<file path="src/rtl/mem_arbiter_pkg.sv">
// Shared types for the two-requester RAM data-port arbiter: FSM states,
// latched request record and the sub-word store merge helper.
package mem_arbiter_pkg;

    localparam int MEM_ADDR_W = 32;

    typedef enum logic [1:0] {IDLE, ACCESS, WRITE} state_e;

    typedef struct packed {
        logic                  we;
        logic [MEM_ADDR_W-1:0] addr;
        logic [31:0]           wdata;
        logic [3:0]            be;
    } mem_req_t;

    // Lane i takes the new byte when be[i] is set, otherwise keeps the RAM byte.
    function automatic logic [31:0] byte_merge(input logic [31:0] old_w,
                                               input logic [31:0] new_w,
                                               input logic [3:0]  be);
        logic [31:0] res;
        for (int i = 0; i < 4; i++)
            res[i*8 +: 8] = be[i] ? new_w[i*8 +: 8] : old_w[i*8 +: 8];
        return res;
    endfunction

endpackage

</file>
<file path="src/rtl/mem_arb_if.sv">
// Requester and RAM-port bundle for mem_arbiter; master = requesters + RAM
// model side, slave = the arbiter.
interface mem_arb_if #(parameter int ADDR_W = 32);

    logic              m0_req,   m1_req;
    logic              m0_we,    m1_we;
    logic [ADDR_W-1:0] m0_addr,  m1_addr;
    logic [31:0]       m0_wdata, m1_wdata;
    logic [3:0]        m0_be,    m1_be;
    logic              m0_gnt,   m1_gnt;
    logic              m0_done,  m1_done;
    logic [31:0]       m0_rdata, m1_rdata;
    logic [ADDR_W-1:0] ram_addr;
    logic [31:0]       ram_rd;
    logic              ram_we;
    logic [31:0]       ram_wd;

    modport master (
        output m0_req, m0_we, m0_addr, m0_wdata, m0_be,
        output m1_req, m1_we, m1_addr, m1_wdata, m1_be,
        output ram_rd,
        input  m0_gnt, m0_done, m0_rdata, m1_gnt, m1_done, m1_rdata,
        input  ram_addr, ram_we, ram_wd
    );

    modport slave (
        input  m0_req, m0_we, m0_addr, m0_wdata, m0_be,
        input  m1_req, m1_we, m1_addr, m1_wdata, m1_be,
        input  ram_rd,
        output m0_gnt, m0_done, m0_rdata, m1_gnt, m1_done, m1_rdata,
        output ram_addr, ram_we, ram_wd
    );

endinterface

</file>
<file path="src/rtl/mem_arb_select.sv">
// Two-way grant logic. MEM_ARB_ROUND_ROBIN_EN selects round-robin with a
// last-grant pointer; otherwise requester 0 has fixed priority.
module mem_arb_select (
`ifdef MEM_ARB_ROUND_ROBIN_EN
    input  logic       clk,
    input  logic       rst,
`endif
    input  logic [1:0] req,
    input  logic       en,
    output logic [1:0] gnt
);

`ifdef MEM_ARB_ROUND_ROBIN_EN
    logic last;  // id of the most recent grant; reset to 1 so requester 0 goes first

    always_ff @(posedge clk or posedge rst) begin
        if (rst)
            last <= 1'b1;
        else if (|gnt)
            last <= gnt[1];
    end

    always_comb begin
        gnt = 2'b00;
        if (en) begin
            if (req == 2'b11)
                gnt = last ? 2'b01 : 2'b10;
            else
                gnt = req;
        end
    end
`else
    always_comb begin
        gnt = 2'b00;
        if (en)
            gnt = req[0] ? 2'b01 : req;
    end
`endif

endmodule

</file>
<file path="src/rtl/mem_arbiter.sv">
// Arbitrates two requesters onto the RAM data port; sub-word stores become
// read-merge-write. Optional MEM_ARB_ROUND_ROBIN_EN enables round-robin.
module mem_arbiter
    import mem_arbiter_pkg::*;
#(
    parameter int ADDR_W = 32
) (
    input logic     clk,
    input logic     rst,
    mem_arb_if.slave bus
);

    state_e             state, nxt;
    mem_req_t           req_q, m0_r, m1_r;
    logic               owner;
    logic [31:0]        merged_q;
    logic [1:0]         req, gnt, done_q;
    logic [1:0][31:0]   rdata_q;
    logic               partial;

    assign req  = {bus.m1_req, bus.m0_req};
    assign m0_r = '{we: bus.m0_we, addr: MEM_ADDR_W'(bus.m0_addr & ~ADDR_W'(3)),
                    wdata: bus.m0_wdata, be: bus.m0_be};
    assign m1_r = '{we: bus.m1_we, addr: MEM_ADDR_W'(bus.m1_addr & ~ADDR_W'(3)),
                    wdata: bus.m1_wdata, be: bus.m1_be};

    mem_arb_select u_sel (
`ifdef MEM_ARB_ROUND_ROBIN_EN
        .clk (clk),
        .rst (rst),
`endif
        .req (req),
        .en  (state == IDLE),
        .gnt (gnt)
    );

    assign partial = (req_q.be != 4'h0) && (req_q.be != 4'hF);

    always_comb begin
        nxt = state;
        case (state)
            IDLE:    if (|gnt) nxt = ACCESS;
            ACCESS:  nxt = (req_q.we && partial) ? WRITE : IDLE;
            WRITE:   nxt = IDLE;
            default: nxt = IDLE;
        endcase
    end

    always_comb begin
        bus.ram_addr = '0;
        bus.ram_we   = 1'b0;
        bus.ram_wd   = '0;
        case (state)
            ACCESS: begin
                bus.ram_addr = ADDR_W'(req_q.addr);
                if (req_q.we && req_q.be == 4'hF) begin
                    bus.ram_we = 1'b1;
                    bus.ram_wd = req_q.wdata;
                end
            end
            WRITE: begin
                bus.ram_addr = ADDR_W'(req_q.addr);
                bus.ram_we   = 1'b1;
                bus.ram_wd   = merged_q;
            end
            default: ;
        endcase
    end

    always_ff @(posedge clk or posedge rst) begin
        if (rst) begin
            state    <= IDLE;
            req_q    <= '0;
            owner    <= 1'b0;
            merged_q <= '0;
            done_q   <= '0;
            rdata_q  <= '0;
        end else begin
            state  <= nxt;
            done_q <= '0;
            if (state == IDLE && |gnt) begin
                owner <= gnt[1];
                req_q <= gnt[1] ? m1_r : m0_r;
            end
            if (state == ACCESS) begin
                if (!req_q.we)
                    rdata_q[owner] <= bus.ram_rd;
                // done lands in the IDLE cycle following the last RAM cycle
                if (nxt == IDLE)
                    done_q[owner] <= 1'b1;
                else
                    merged_q <= byte_merge(bus.ram_rd, req_q.wdata, req_q.be);
            end
            if (state == WRITE)
                done_q[owner] <= 1'b1;
        end
    end

    assign bus.m0_gnt   = gnt[0];
    assign bus.m1_gnt   = gnt[1];
    assign bus.m0_done  = done_q[0];
    assign bus.m1_done  = done_q[1];
    assign bus.m0_rdata = rdata_q[0];
    assign bus.m1_rdata = rdata_q[1];

endmodule

</file>
<file path="src/flat_wrapper.sv">
// flat-port wrapper written by rule: the top's interface ports become plain ports
module mem_arbiter_flat import mem_arbiter_pkg::*;
#(
    parameter int ADDR_W = 32
)
  (clk, rst, bus_m0_req, bus_m0_we, bus_m0_addr, bus_m0_wdata, bus_m0_be, bus_m1_req, bus_m1_we, bus_m1_addr, bus_m1_wdata, bus_m1_be, bus_ram_rd, bus_m0_gnt, bus_m0_done, bus_m0_rdata, bus_m1_gnt, bus_m1_done, bus_m1_rdata, bus_ram_addr, bus_ram_we, bus_ram_wd);
  mem_arb_if #(.ADDR_W(ADDR_W)) bus_i ();
  input logic clk;
  input logic rst;
  input wire logic [$bits(bus_i.m0_req)-1:0] bus_m0_req;
  input wire logic [$bits(bus_i.m0_we)-1:0] bus_m0_we;
  input wire logic [$bits(bus_i.m0_addr)-1:0] bus_m0_addr;
  input wire logic [$bits(bus_i.m0_wdata)-1:0] bus_m0_wdata;
  input wire logic [$bits(bus_i.m0_be)-1:0] bus_m0_be;
  input wire logic [$bits(bus_i.m1_req)-1:0] bus_m1_req;
  input wire logic [$bits(bus_i.m1_we)-1:0] bus_m1_we;
  input wire logic [$bits(bus_i.m1_addr)-1:0] bus_m1_addr;
  input wire logic [$bits(bus_i.m1_wdata)-1:0] bus_m1_wdata;
  input wire logic [$bits(bus_i.m1_be)-1:0] bus_m1_be;
  input wire logic [$bits(bus_i.ram_rd)-1:0] bus_ram_rd;
  output wire logic [$bits(bus_i.m0_gnt)-1:0] bus_m0_gnt;
  output wire logic [$bits(bus_i.m0_done)-1:0] bus_m0_done;
  output wire logic [$bits(bus_i.m0_rdata)-1:0] bus_m0_rdata;
  output wire logic [$bits(bus_i.m1_gnt)-1:0] bus_m1_gnt;
  output wire logic [$bits(bus_i.m1_done)-1:0] bus_m1_done;
  output wire logic [$bits(bus_i.m1_rdata)-1:0] bus_m1_rdata;
  output wire logic [$bits(bus_i.ram_addr)-1:0] bus_ram_addr;
  output wire logic [$bits(bus_i.ram_we)-1:0] bus_ram_we;
  output wire logic [$bits(bus_i.ram_wd)-1:0] bus_ram_wd;
  assign bus_i.m0_req = bus_m0_req;
  assign bus_i.m0_we = bus_m0_we;
  assign bus_i.m0_addr = bus_m0_addr;
  assign bus_i.m0_wdata = bus_m0_wdata;
  assign bus_i.m0_be = bus_m0_be;
  assign bus_i.m1_req = bus_m1_req;
  assign bus_i.m1_we = bus_m1_we;
  assign bus_i.m1_addr = bus_m1_addr;
  assign bus_i.m1_wdata = bus_m1_wdata;
  assign bus_i.m1_be = bus_m1_be;
  assign bus_i.ram_rd = bus_ram_rd;
  assign bus_m0_gnt = bus_i.m0_gnt;
  assign bus_m0_done = bus_i.m0_done;
  assign bus_m0_rdata = bus_i.m0_rdata;
  assign bus_m1_gnt = bus_i.m1_gnt;
  assign bus_m1_done = bus_i.m1_done;
  assign bus_m1_rdata = bus_i.m1_rdata;
  assign bus_ram_addr = bus_i.ram_addr;
  assign bus_ram_we = bus_i.ram_we;
  assign bus_ram_wd = bus_i.ram_wd;
  mem_arbiter #(.ADDR_W(ADDR_W)) u_core (.clk(clk), .rst(rst), .bus(bus_i));
endmodule
</file>
<file path="config.mk">
export PLATFORM = sky130hd
export DESIGN_NAME = mem_arbiter_flat
export DESIGN_NICKNAME = d
export VERILOG_FILES = /design/src/rtl/mem_arbiter_pkg.sv /design/src/rtl/mem_arb_if.sv /design/src/rtl/mem_arb_select.sv /design/src/rtl/mem_arbiter.sv /design/src/flat_wrapper.sv
export SDC_FILE = /design/constraint.sdc
export NUM_CORES = 1
export LEC_CHECK = 0
export CAP_MARGIN = 10
export CORE_MARGIN = 2
export CORE_UTILIZATION = 42
export DETAILED_ROUTE_END_ITERATION = 7
export PLACE_DENSITY_LB_ADDON = 0.25
export RECOVER_POWER = 50
export SYNTH_ARGS = -nofsm -noshare
export SYNTH_HDL_FRONTEND = slang
export SYNTH_SLANG_ARGS = --single-unit
</file>
<file path="constraint.sdc">
create_clock -name clk -period 14.17 [get_ports clk]
set_clock_uncertainty 0.05 [all_clocks]
set_input_delay 2.834 -clock clk [delete_from_list [all_inputs] [get_ports clk]]
set_output_delay 2.834 -clock clk [all_outputs]
set_load 0.05 [all_outputs]
</file>
; After elaboration in Yosys (flattened, before gate mapping)
; Cells that the tools add are included.
[totals]
reg_bits = 170
input_bits = 174
elab_cells = 54
[classes]
magnitude_cmp = 2
n_eq_ne = 4
bitwise_logic = 3
reduce_logical = 12
n_mux = 23
[op_table]
columns = op, n
row1 = $mux 32, 3
row2 = $mux 69, 1
row3 = $bwmux 64, 1
row4 = $pmux 32 s2, 1
row5 = $demux 32 s1, 1
row6 = $mux 8, 4
row7 = $mux 2, 7
row8 = $logic_and 1x1->1, 5
row9 = $eq 4x4->1 const B, 1
row10 = $logic_not 2->1, 2
row11 = $ne 4x4->1 const B, 1
row12 = $pmux 2 s2, 1
row13 = $reduce_and 2->1, 2
row14 = $reduce_bool 4->1, 1
row15 = $reduce_or 2->1, 2
row16 = $eq 2x1->1 const B, 1
row17 = $eq 2x2->1 const B, 1
row18 = $lt 1x2->1 const B, 1
row19 = $mux 1, 2
row20 = $not 1->1, 2
row21 = $or 2x2->2, 1
row22 = $pmux 1 s2, 1
row23 = $demux 1 s1, 1
row24 = $ge 1x1->1 const B, 1

; Depth between registers and ports, before layout
[depth]
word_depth = 10
ltp_mapped = 7
mapped_depth_nobuf = 5

; By module
; A second synthesis with hierarchy kept.
[unflattened]
hier_cells = 678
area_unflattened_um2 = 8191.6
[by_module_without_submodules]
columns = mod, seq_area_each_um2, area_each_um2, n_inst, cells_each
row1 = mem_arbiter, 4204.0, 8175.3, 1, 676
row2 = mem_arb_select, 0.0, 16.3, 1, 2

; Worst setup path after synthesis
; OpenSTA, ideal clock, no wires.
[synth_timing]
path_type = input to output
startpoint = input port bus_m0_req
endpoint = output port bus_m1_gnt
arrival_ns = 3.850
path_stages = 3
slack_ns = 7.436
path_cell_list = buf_2 > buf_1 > nor2_1
[synth_between]
elab_chain_cells = 2
[synth_lines]
columns = item, line_no
row1 = from (decl), flat_wrapper.sv:10  ; input wire logic [$bits(bus_i.m0_req)-1:0] bus_m0_req;
row2 = $mux 2, mem_arb_select.sv:36  ; gnt = req[0] ? 2'b01 : req;
row3 = $mux 2, mem_arb_select.sv:35  ; if (en)
row4 = to (decl), flat_wrapper.sv:24  ; output wire logic [$bits(bus_i.m1_gnt)-1:0] bus_m1_gnt;
; No other way between the ends.

; Worst setup path in the final report
[layout_timing]
startpoint = input port bus_m0_req
endpoint = output port bus_m0_gnt
[layout_between]
elab_chain_cells = 2
[layout_lines]
columns = item, line_no
row1 = $mux 2, mem_arb_select.sv:36
row2 = $mux 2, mem_arb_select.sv:35
row3 = to (decl), flat_wrapper.sv:21  ; output wire logic [$bits(bus_i.m0_gnt)-1:0] bus_m0_gnt;
; No other way between the ends.

==> flow_summary.json <==
{
  "status": "finished, violations left",
  "violations": "max-capacitance violations, max-slew violations",
  "cts.sinks": 168,
  "synth_cells": 622,
  "tns_ps": 0,
  "synth_warnings": 0,
  "ff_latch_area_um2": 4204,
  "firstDrtPassIters": 4,
  "drc": 0,
  "use_met1": 0.2907,
  "period_share": 0.6693,
  "final_util": 0.6270,
  "critPathKind": "in -> out",
  "num_vias": 6379,
  "seqPwrFrac": 0.282,
  "setup_viol": 0,
  "crit_slowest_cell": "clkbuf_1",
  "max-cap-violations": 3,
  "insertedDiodeCount": 0,
  "cts_buffer_depth": 2,
  "post-place-ws_ps": 6638,
  "numCtsBuffers": 17,
  "rows": 50,
  "dp_hpwl_mm": 15.94,
  "grt_pass1_wl_mm": 36.95,
  "use_met2": 0.4028,
  "end_kind": "output pin",
  "nets": 1063,
  "max_stage_delay_ps": 2460,
  "grt_use_total": 0.2326,
  "drt-total-wl_mm": 23.86,
  "critPathRequiredTime_ps": 11290,
  "p_leak_nw": 4.848,
  "startpoint": "bus_m0_req",
  "fillers": 1479,
  "pwr-share-comb": 0.572,
  "vdd.ir_drop.worst_mv": 0.2069,
  "crit_family": "buffers and inverters",
  "antenna_found_initial": 0,
  "hold_viol_final": 0,
  "clkPwrFrac": 0.146,
  "worst-path-buf-inv": 3,
  "crit_chain": "buf_2 -> clkbuf_1 -> and2_1 -> clkdlybuf4s50_1",
  "grt_overflow": 0,
  "clock-root-buffer": "clkbuf_16",
  "fin_crit_ps": 9484,
  "max_freq_mhz": 105.4,
  "cts.hold.buffers_added": 0,
  "io_pins": 307,
  "reg2reg_from": "u_core.state[0]",
  "dpl.cell_count": 1127,
  "ctsResizeCount": 0,
  "switchingPower_mw": 1.415,
  "ys_ff_latch": 168,
  "cp-start-kind": "primary input",
  "slew_headroom": -2.354,
  "drt_iter0_drc": 291,
  "arrival_ps": 6600,
  "core_region_area_um2": 18890,
  "synth_seq_area_share": 0.5150,
  "yosys.cell_types.count": 30,
  "die_area_um2": 20570,
  "cts_tree": "done",
  "ant_nets": 0,
  "swShare": 0.4479,
  "min_path_type": "reg -> reg",
  "use_met3": 0.05432,
  "gp_congestion": 0.7562,
  "synth_area_um2": 8163,
  "multi_input_area_um2": 3670,
  "grt_pass1_vias": 6788,
  "avgSynthCellArea_um2": 13.12,
  "vias_per_cell": 5.504,
  "setup_ws_ps": 4686,
  "rsz0062_at_grt": "no",
  "io_buffer_count": 300,
  "grt_max_degree": 115,
  "clock_latency_ps": 420,
  "die_w_um": 143.4,
  "power_density_nw_per_um2": 266.8,
  "synthToLayoutAreaGrowth_pct": 45.13,
  "crit_path_max_fanout": 74,
  "start_util": 0.4321,
  "cts-htree-levels": 4,
  "top_usage_layer": "met2",
  "path_clk_slew_ps": 70,
  "post_cts_buffers": 0,
  "worst_slew_pin_slew_ps": 5003,
  "min_from": "u_core.req_q[59]",
  "p_int_mw": 1.745,
  "drive_gt1_frac": 0.1969,
  "routedWlPerCell_um": 20.59,
  "dieHeight_um": 143.4,
  "slew_violations": 214,
  "final_cells": 1159
}
==> layout make-up <==
cell class / count / area share
well taps: 260 / 0.02746
multi-input cells: 387 / 0.3098
repair buffers: 308 / 0.2578
flip-flops and latches: 168 / 0.3549
clock buffers: 19 / 0.03654
inverters: 4 / 0.001373
clock inverters: 13 / 0.01215
==> path summary, 6_finish.rpt <==
path                                            to  slack [ps]  cells after the start
setup / recovery                        bus_m0_gnt        4690                      4
hold / removal                    u_core.req_q[59]         450                      1
setup reg to reg               u_core.merged_q[30]       11120                      7
hold reg to reg                   u_core.req_q[59]         450                      1
max in group asynchronous         u_core.req_q[33]        7400                      3
min in group asynchronous  u_core.bus.m1_rdata[27]        4360                      2
==> logic make-up after synthesis <==
group           count (synthesis)  share of synthesized area
compound gates                176                     0.1890
fa+ha+maj                       3                   0.004599
buf+inv                        68                    0.03893
flops                         168                     0.5150
mux                           128                     0.1904
other cells                     1                  0.0004594
simple gates                   78                    0.06162
==> sequential cells by signal, summed over array words and instances (netlist names) <==
register / count
u_core.state: 2
u_core.done_q: 2
u_core.bus.m0_rdata: 32
u_core.owner: 1
u_core.merged_q: 32
u_core.bus.m1_rdata: 32
u_core.req_q: 67
==> through the flow <==
step                      power, mW  hold slack, ps  instance area, um2
after global routing          3.314           462.7               11850
after global placement        2.682           431.3               11280
after floorplan               2.169           415.2                8167
final                         3.160           448.6               11850
after detailed placement      2.731           432.9               11280
after CTS                     3.202           452.0               11860
==> metal layers <==
layer	vias to the layer above	wire length [um]
li1	2882	-
met1	3211	9869
met2	261	11990
met3	25	1671
met4	0	331
met5	-	0
==> Yosys cell counts, drive strengths merged <==
library cell | number | area (um2)
mux2 | 128 | 1554
o311ai | 1 | 8.760
and2 | 32 | 200.2
nand2 | 3 | 11.26
a22o | 134 | 1174
nor2b | 34 | 212.7
buf | 26 | 160.2
a21oi | 3 | 15.01
clkbuf | 38 | 142.6
nor3b | 1 | 12.51
o41ai | 1 | 8.760
o21ai | 1 | 5.000
a31o | 1 | 8.760
conb | 1 | 3.750
a21boi | 2 | 15.01
nor4 | 2 | 33.78
nor2 | 3 | 11.26
ha | 3 | 37.54
nor3 | 1 | 5.000
dfrtp | 168 | 4204
and4 | 1 | 8.760
a32oi | 32 | 280.3
inv | 4 | 15.01
nand3b | 1 | 7.510
o32ai | 1 | 27.53
==> layout by cell type, fill, tap and decap left out, types with 2 or more instances in the layout <==
master / instances
a21boi_0: 2
a22o_1: 134
inv_6: 4
a32oi_1: 32
nand2_1: 3
dfrtp_1: 168
ha_2: 2
and2_1: 31
nor2_1: 3
clkinv_2: 2
buf_4: 7
clkbuf_1: 3
nor2b_1: 34
mux2_4: 30
clkdlybuf4s50_1: 237
dlygate4sd3_1: 62
inv_1: 3
conb_1: 2
clkinvlp_4: 4
clkbuf_16: 17
a21oi_1: 3
bufinv_16: 2
mux2_2: 98
==> power groups by stage <==
stage | Sequential, mW | Combinational [mW] | Clock (mW)
after global routing | 0.923 | 1.90 | 0.490
after global placement | 0.882 | 1.80 | 0
after CTS | 0.892 | 1.84 | 0.470
final | 0.893 | 1.81 | 0.460
after floorplan | 1.18 | 0.990 | 0
after detailed placement | 0.898 | 1.83 | 0
==> worst register-to-register path, delay by kind of cell, from the launching register on <==
kind	cells	cell delay [ps]
buffers and inverters	3	1370
DFF	1	430
muxes	1	420
adders and majority gates	1	340
and+or+nand+nor	1	210
AOI/OAI and AO/OA	1	130
No activity file was read; power rests on OpenSTA's default activity.
==> RTL edit 1: new RTL, same flow settings <==
Re-encode `state_e` (3 states) as one-hot, 3 bits wide.
--- a/src/rtl/mem_arbiter_pkg.sv
+++ b/src/rtl/mem_arbiter_pkg.sv
@@ -5,5 +5,5 @@
     localparam int MEM_ADDR_W = 32;
 
-    typedef enum logic [1:0] {IDLE, ACCESS, WRITE} state_e;
+    typedef enum logic [2:0] {IDLE = 3'b001, ACCESS = 3'b010, WRITE = 3'b100} state_e;
 
     typedef struct packed {
Formal check against the unedited RTL: no difference found for any inputs over 4 cycles, from zero or initial values and one cycle with rst high; so few cycles prove little.
==> RTL edit 1 against the unedited design <==
- the run still ends with capacitance limit, slew limit left
- total power down 19%
- utilization fell by 1.5 points
- largest cell class unchanged
- largest power group unchanged
- routed wire length is 3.6% higher
- final area decreased by 0.19%
- worst hold slack worse by 0.015 ns
- area after synthesis grew 0.44%
- synthesized cell count rose by 6.6%
- via count rose by 3.7%
- sequential cell count increased by 1
- first-iteration DRC count up 24%
- setup slack got worse by 0.16 ns
==> RTL edit 1: results <==
export IMPL_status="complete, but fails checks"
export IMPL_violations="capacitance limit, slew limit"
export IMPL_yosysSeqAreaShare=0.516
export IMPL_signal_buffers=310
export IMPL_p_comb_mw=1.24
export IMPL_r2r_start="u_core.req_q[2]$_DFFE_PP0P_"
export IMPL_insertion_delay_ns=0.43
export IMPL_power_frac_clock=0.178
export IMPL_slew_viol_final=185
export IMPL_drt_met1_wl_mm=10.7
export IMPL_drt_iter0_markers=362
export IMPL_dp_final_hpwl_mm=15.8
export IMPL_grt_use_total=0.239
export IMPL_grt_pass1_vias=6599
export IMPL_hold_depth=1
export IMPL_r2r_cells=4
export IMPL_reg2reg_slack_ns=9.84
export IMPL_grt_use_met2=0.384
export IMPL_firstDrtPassIters=5
export IMPL_min_from="u_core.req_q[66]$_DFFE_PP0P_"
export IMPL_route_met3_wl_mm=1.68
export IMPL_grt_max_degree=98
export IMPL_gr_usage_met3=0.0703
export IMPL_yosys_top_cells_count="dfrtp_1 (168), mux2_2 (96), a21oi_1 (70)"
export IMPL_whs_endpoint="u_core.req_q[66]$_DFFE_PP0P_"
export IMPL_grt_first_pass_wirelength_mm=37.8
export IMPL_seq_cell_count=169
export IMPL_ys_top_cells_by_area="dfrtp_1 (51%), mux2_2 (13%), o2bb2ai_1 (7.1%)"
export IMPL_multi_input_area_share=0.305
export IMPL_use_met1=0.316
export IMPL_yosysUniqueCellTypes=33
export IMPL_wl_per_cell_um=20.6
export IMPL_leakagePower_nw=4.72
export IMPL_async_reset_ff_frac=1.00
export IMPL_clk_pin_slew_worst_paths_ns=0.07
export IMPL_gp_congestion=0.800
export IMPL_num_clock_buffers=17
export IMPL_nFillCells=1597
export IMPL_worstPathArrival_ns=6.76
export IMPL_critPathMaxFanout=70
export IMPL_ir_worst_vdd_uv=138
export IMPL_via_per_inst=5.52
export IMPL_worstSetupEndpoint="bus_m0_gnt"
export IMPL_bufAreaShareNonClock=0.259
export IMPL_antenna_cells=0
export IMPL_clockNetworkAreaShare=0.0486
export IMPL_maxCapViolations=3
export IMPL_seq_area_frac=0.358
export IMPL_reg2reg_to="u_core.merged_q[13]$_DFFE_PP0P_"
export IMPL_nMultiInputCombCells=419
export IMPL_tightest_slew_ns=4.53
export IMPL_drive_above_1_share=0.175
export IMPL_inv_count=4
export IMPL_wl_met2_mm=11.9
export IMPL_swShare=0.436
export IMPL_nets=1095
[RTL edit 1: critical path, stage by stage]
cell	delay [ns]
buf_2	0.07
clkbuf_1	2.56
and2_1	0.40
clkdlybuf4s50_1	0.85
[RTL edit 1: logic make-up after synthesis]
logic type	after synthesis	share of synthesized area
AOI/OAI and AO/OA	239	0.212
muxes	128	0.190
DFF	169	0.516
and+or+nand+nor	50	0.0394
buffers and inverters	76	0.0424
other	1	0.000457
[RTL edit 1: per-stage QoR]
step                      power (mW)  instance area (sq um)  std cells  worst slack [ns]  hold slack (ns)
after detailed placement        2.17                  11300       1167              6.62            0.416
after CTS                       2.63                  11900       1199              6.62            0.437
final                           2.57                  11800       1199              4.53            0.433
after global routing            2.70                  11800       1199              4.39            0.447
after global placement          2.14                  11300       1167              6.62            0.413
after floorplan                 1.76                   8200        664              6.71            0.398
==> RTL edit 2: new RTL, same flow settings <==
Without the edit above. `MEM_ADDR_W`: 32 -> 16.
--- a/src/rtl/mem_arbiter_pkg.sv
+++ b/src/rtl/mem_arbiter_pkg.sv
@@ -3,5 +3,5 @@
 package mem_arbiter_pkg;
 
-    localparam int MEM_ADDR_W = 32;
+    localparam int MEM_ADDR_W = 16;
 
     typedef enum logic [1:0] {IDLE, ACCESS, WRITE} state_e;
Behaviour: not the same (Yosys sat finds a counterexample within 4 cycles, from zero or initial values and one cycle with rst high).
==> RTL edit 2 against the unedited design <==
- the flow still finishes with violations (capacitance limit, slew limit)
- sequential cell count shrank 16
- total power shrank 9.9%
- utilization shrank 1.4 points
- critical path depth shrank 1
- routed wire length shrank 13%
- via count shrank 12%
- count of clock-buffer cells in the layout grew 1
- final area shrank 10%
- global-route usage shrank 0.85 points
- area after synthesis shrank 8.5%
- register-to-register slack lost 0.21 ns
- non-clock buffer count shrank 48
- setup slack gained 0.70 ns
- largest cell class unchanged
- highest routed layer unchanged
==> RTL edit 2: results <==
export IMPL_nets=967
export IMPL_clk_pin_slew_worst_paths_ns=0.06
export IMPL_use_met1=0.283
export IMPL_gr_usage_met3=0.0570
export IMPL_min_from="u_core.bus.m1_rdata[20]$_DFFE_PP0P_"
export IMPL_reg2reg_slack_ns=10.91
export IMPL_via_per_inst=5.46
export IMPL_antenna_found_initial=0
export IMPL_cellInternalPower_mw=1.61
export IMPL_maxCapViolations=3
export IMPL_multi_input_area_share=0.315
export IMPL_p_clk_mw=0.470
export IMPL_synthCells=566
export IMPL_critPathMaxFanout=58
export IMPL_r2r_start="u_core.state[1]$_DFF_PP0_"
export IMPL_violations="capacitance limit, slew limit"
export IMPL_largest_register="u_core.req_q"
export IMPL_worstPathArrival_ns=5.90
export IMPL_finalNonFillerCells=1028
export IMPL_status="complete, but fails checks"
export IMPL_slew_viol_final=175
export IMPL_leakagePower_nw=4.40
export IMPL_largest_register_ffs=51
export IMPL_dp_final_hpwl_mm=14.1
export IMPL_io_buffers=252
export IMPL_ir_worst_vdd_uv=142
export IMPL_htreeDepth=4
export IMPL_yosysUniqueCellTypes=30
export IMPL_startpoint="bus_m0_req"
export IMPL_grt_first_pass_wirelength_mm=32.2
export IMPL_reg2reg_to="u_core.merged_q[14]$_DFFE_PP0P_"
export IMPL_yosys_top_cells_count="dfrtp_1 (152), a22o_1 (102), mux2_2 (98)"
export IMPL_ys_top_cells_by_area="dfrtp_1 (51%), mux2_2 (15%), a22o_1 (12%)"
export IMPL_routed_wl_mm=20.9
export IMPL_bufAreaShareNonClock=0.242
export IMPL_drive_above_1_share=0.219
export IMPL_nMultiInputCombCells=355
export IMPL_post_cts_buffers=0
export IMPL_cp_slowest_stage_delay_ns=1.88
export IMPL_num_clock_buffers=20
export IMPL_cts_sinks=152
export IMPL_whs_endpoint="u_core.bus.m1_rdata[20]$_DFFE_PP0P_"
export IMPL_grt_use_met2=0.384
export IMPL_drt_iter0_markers=211
export IMPL_hold_depth=1
export IMPL_seq_area_frac=0.357
export IMPL_grt_use_total=0.224
export IMPL_combinationalPowerShare=0.547
export IMPL_gp_congestion=0.773
export IMPL_max_slew_margin=-1.35
export IMPL_nFillCells=1345
export IMPL_signal_buffers=260
export IMPL_clockNetworkAreaShare=0.0577
export IMPL_grt_max_degree=82
export IMPL_p_per_area_nw_per_um2=268
export IMPL_yosysSeqAreaShare=0.509
export IMPL_grt_pass1_vias=5891
[RTL edit 2: kinds of logic after synthesis]
group                      count (synthesis)  synth area share
other                                      1          0.000502
AOI/OAI and AO/OA                        144             0.169
DFF                                      152             0.509
muxes                                    128             0.208
adders and majority gates                  3           0.00503
buffers and inverters                     76            0.0541
and+or+nand+nor                           62            0.0539
[RTL edit 2: layer usage]
layer | vias to the layer above | routed length, um
met4 | 0 | 239
met2 | 216 | 10300
met1 | 2837 | 8910
met3 | 16 | 1430
li1 | 2542 | -
met5 | - | 0
[RTL edit 2: per-stage QoR]
| stage | worst slack [ns] | hold slack [ns] | util | cell area [sq um] |
|---|---|---|---|---|
| after floorplan | 7.19 | 0.415 | - | 7530 |
| after global placement | 6.53 | 0.433 | 0.578 | 10000 |
| after detailed placement | 6.46 | 0.436 | 0.578 | 10000 |
| after CTS | 6.46 | 0.454 | 0.614 | 10700 |
| after global routing | 5.18 | 0.462 | 0.613 | 10600 |
| final | 5.39 | 0.449 | 0.613 | 10600 |
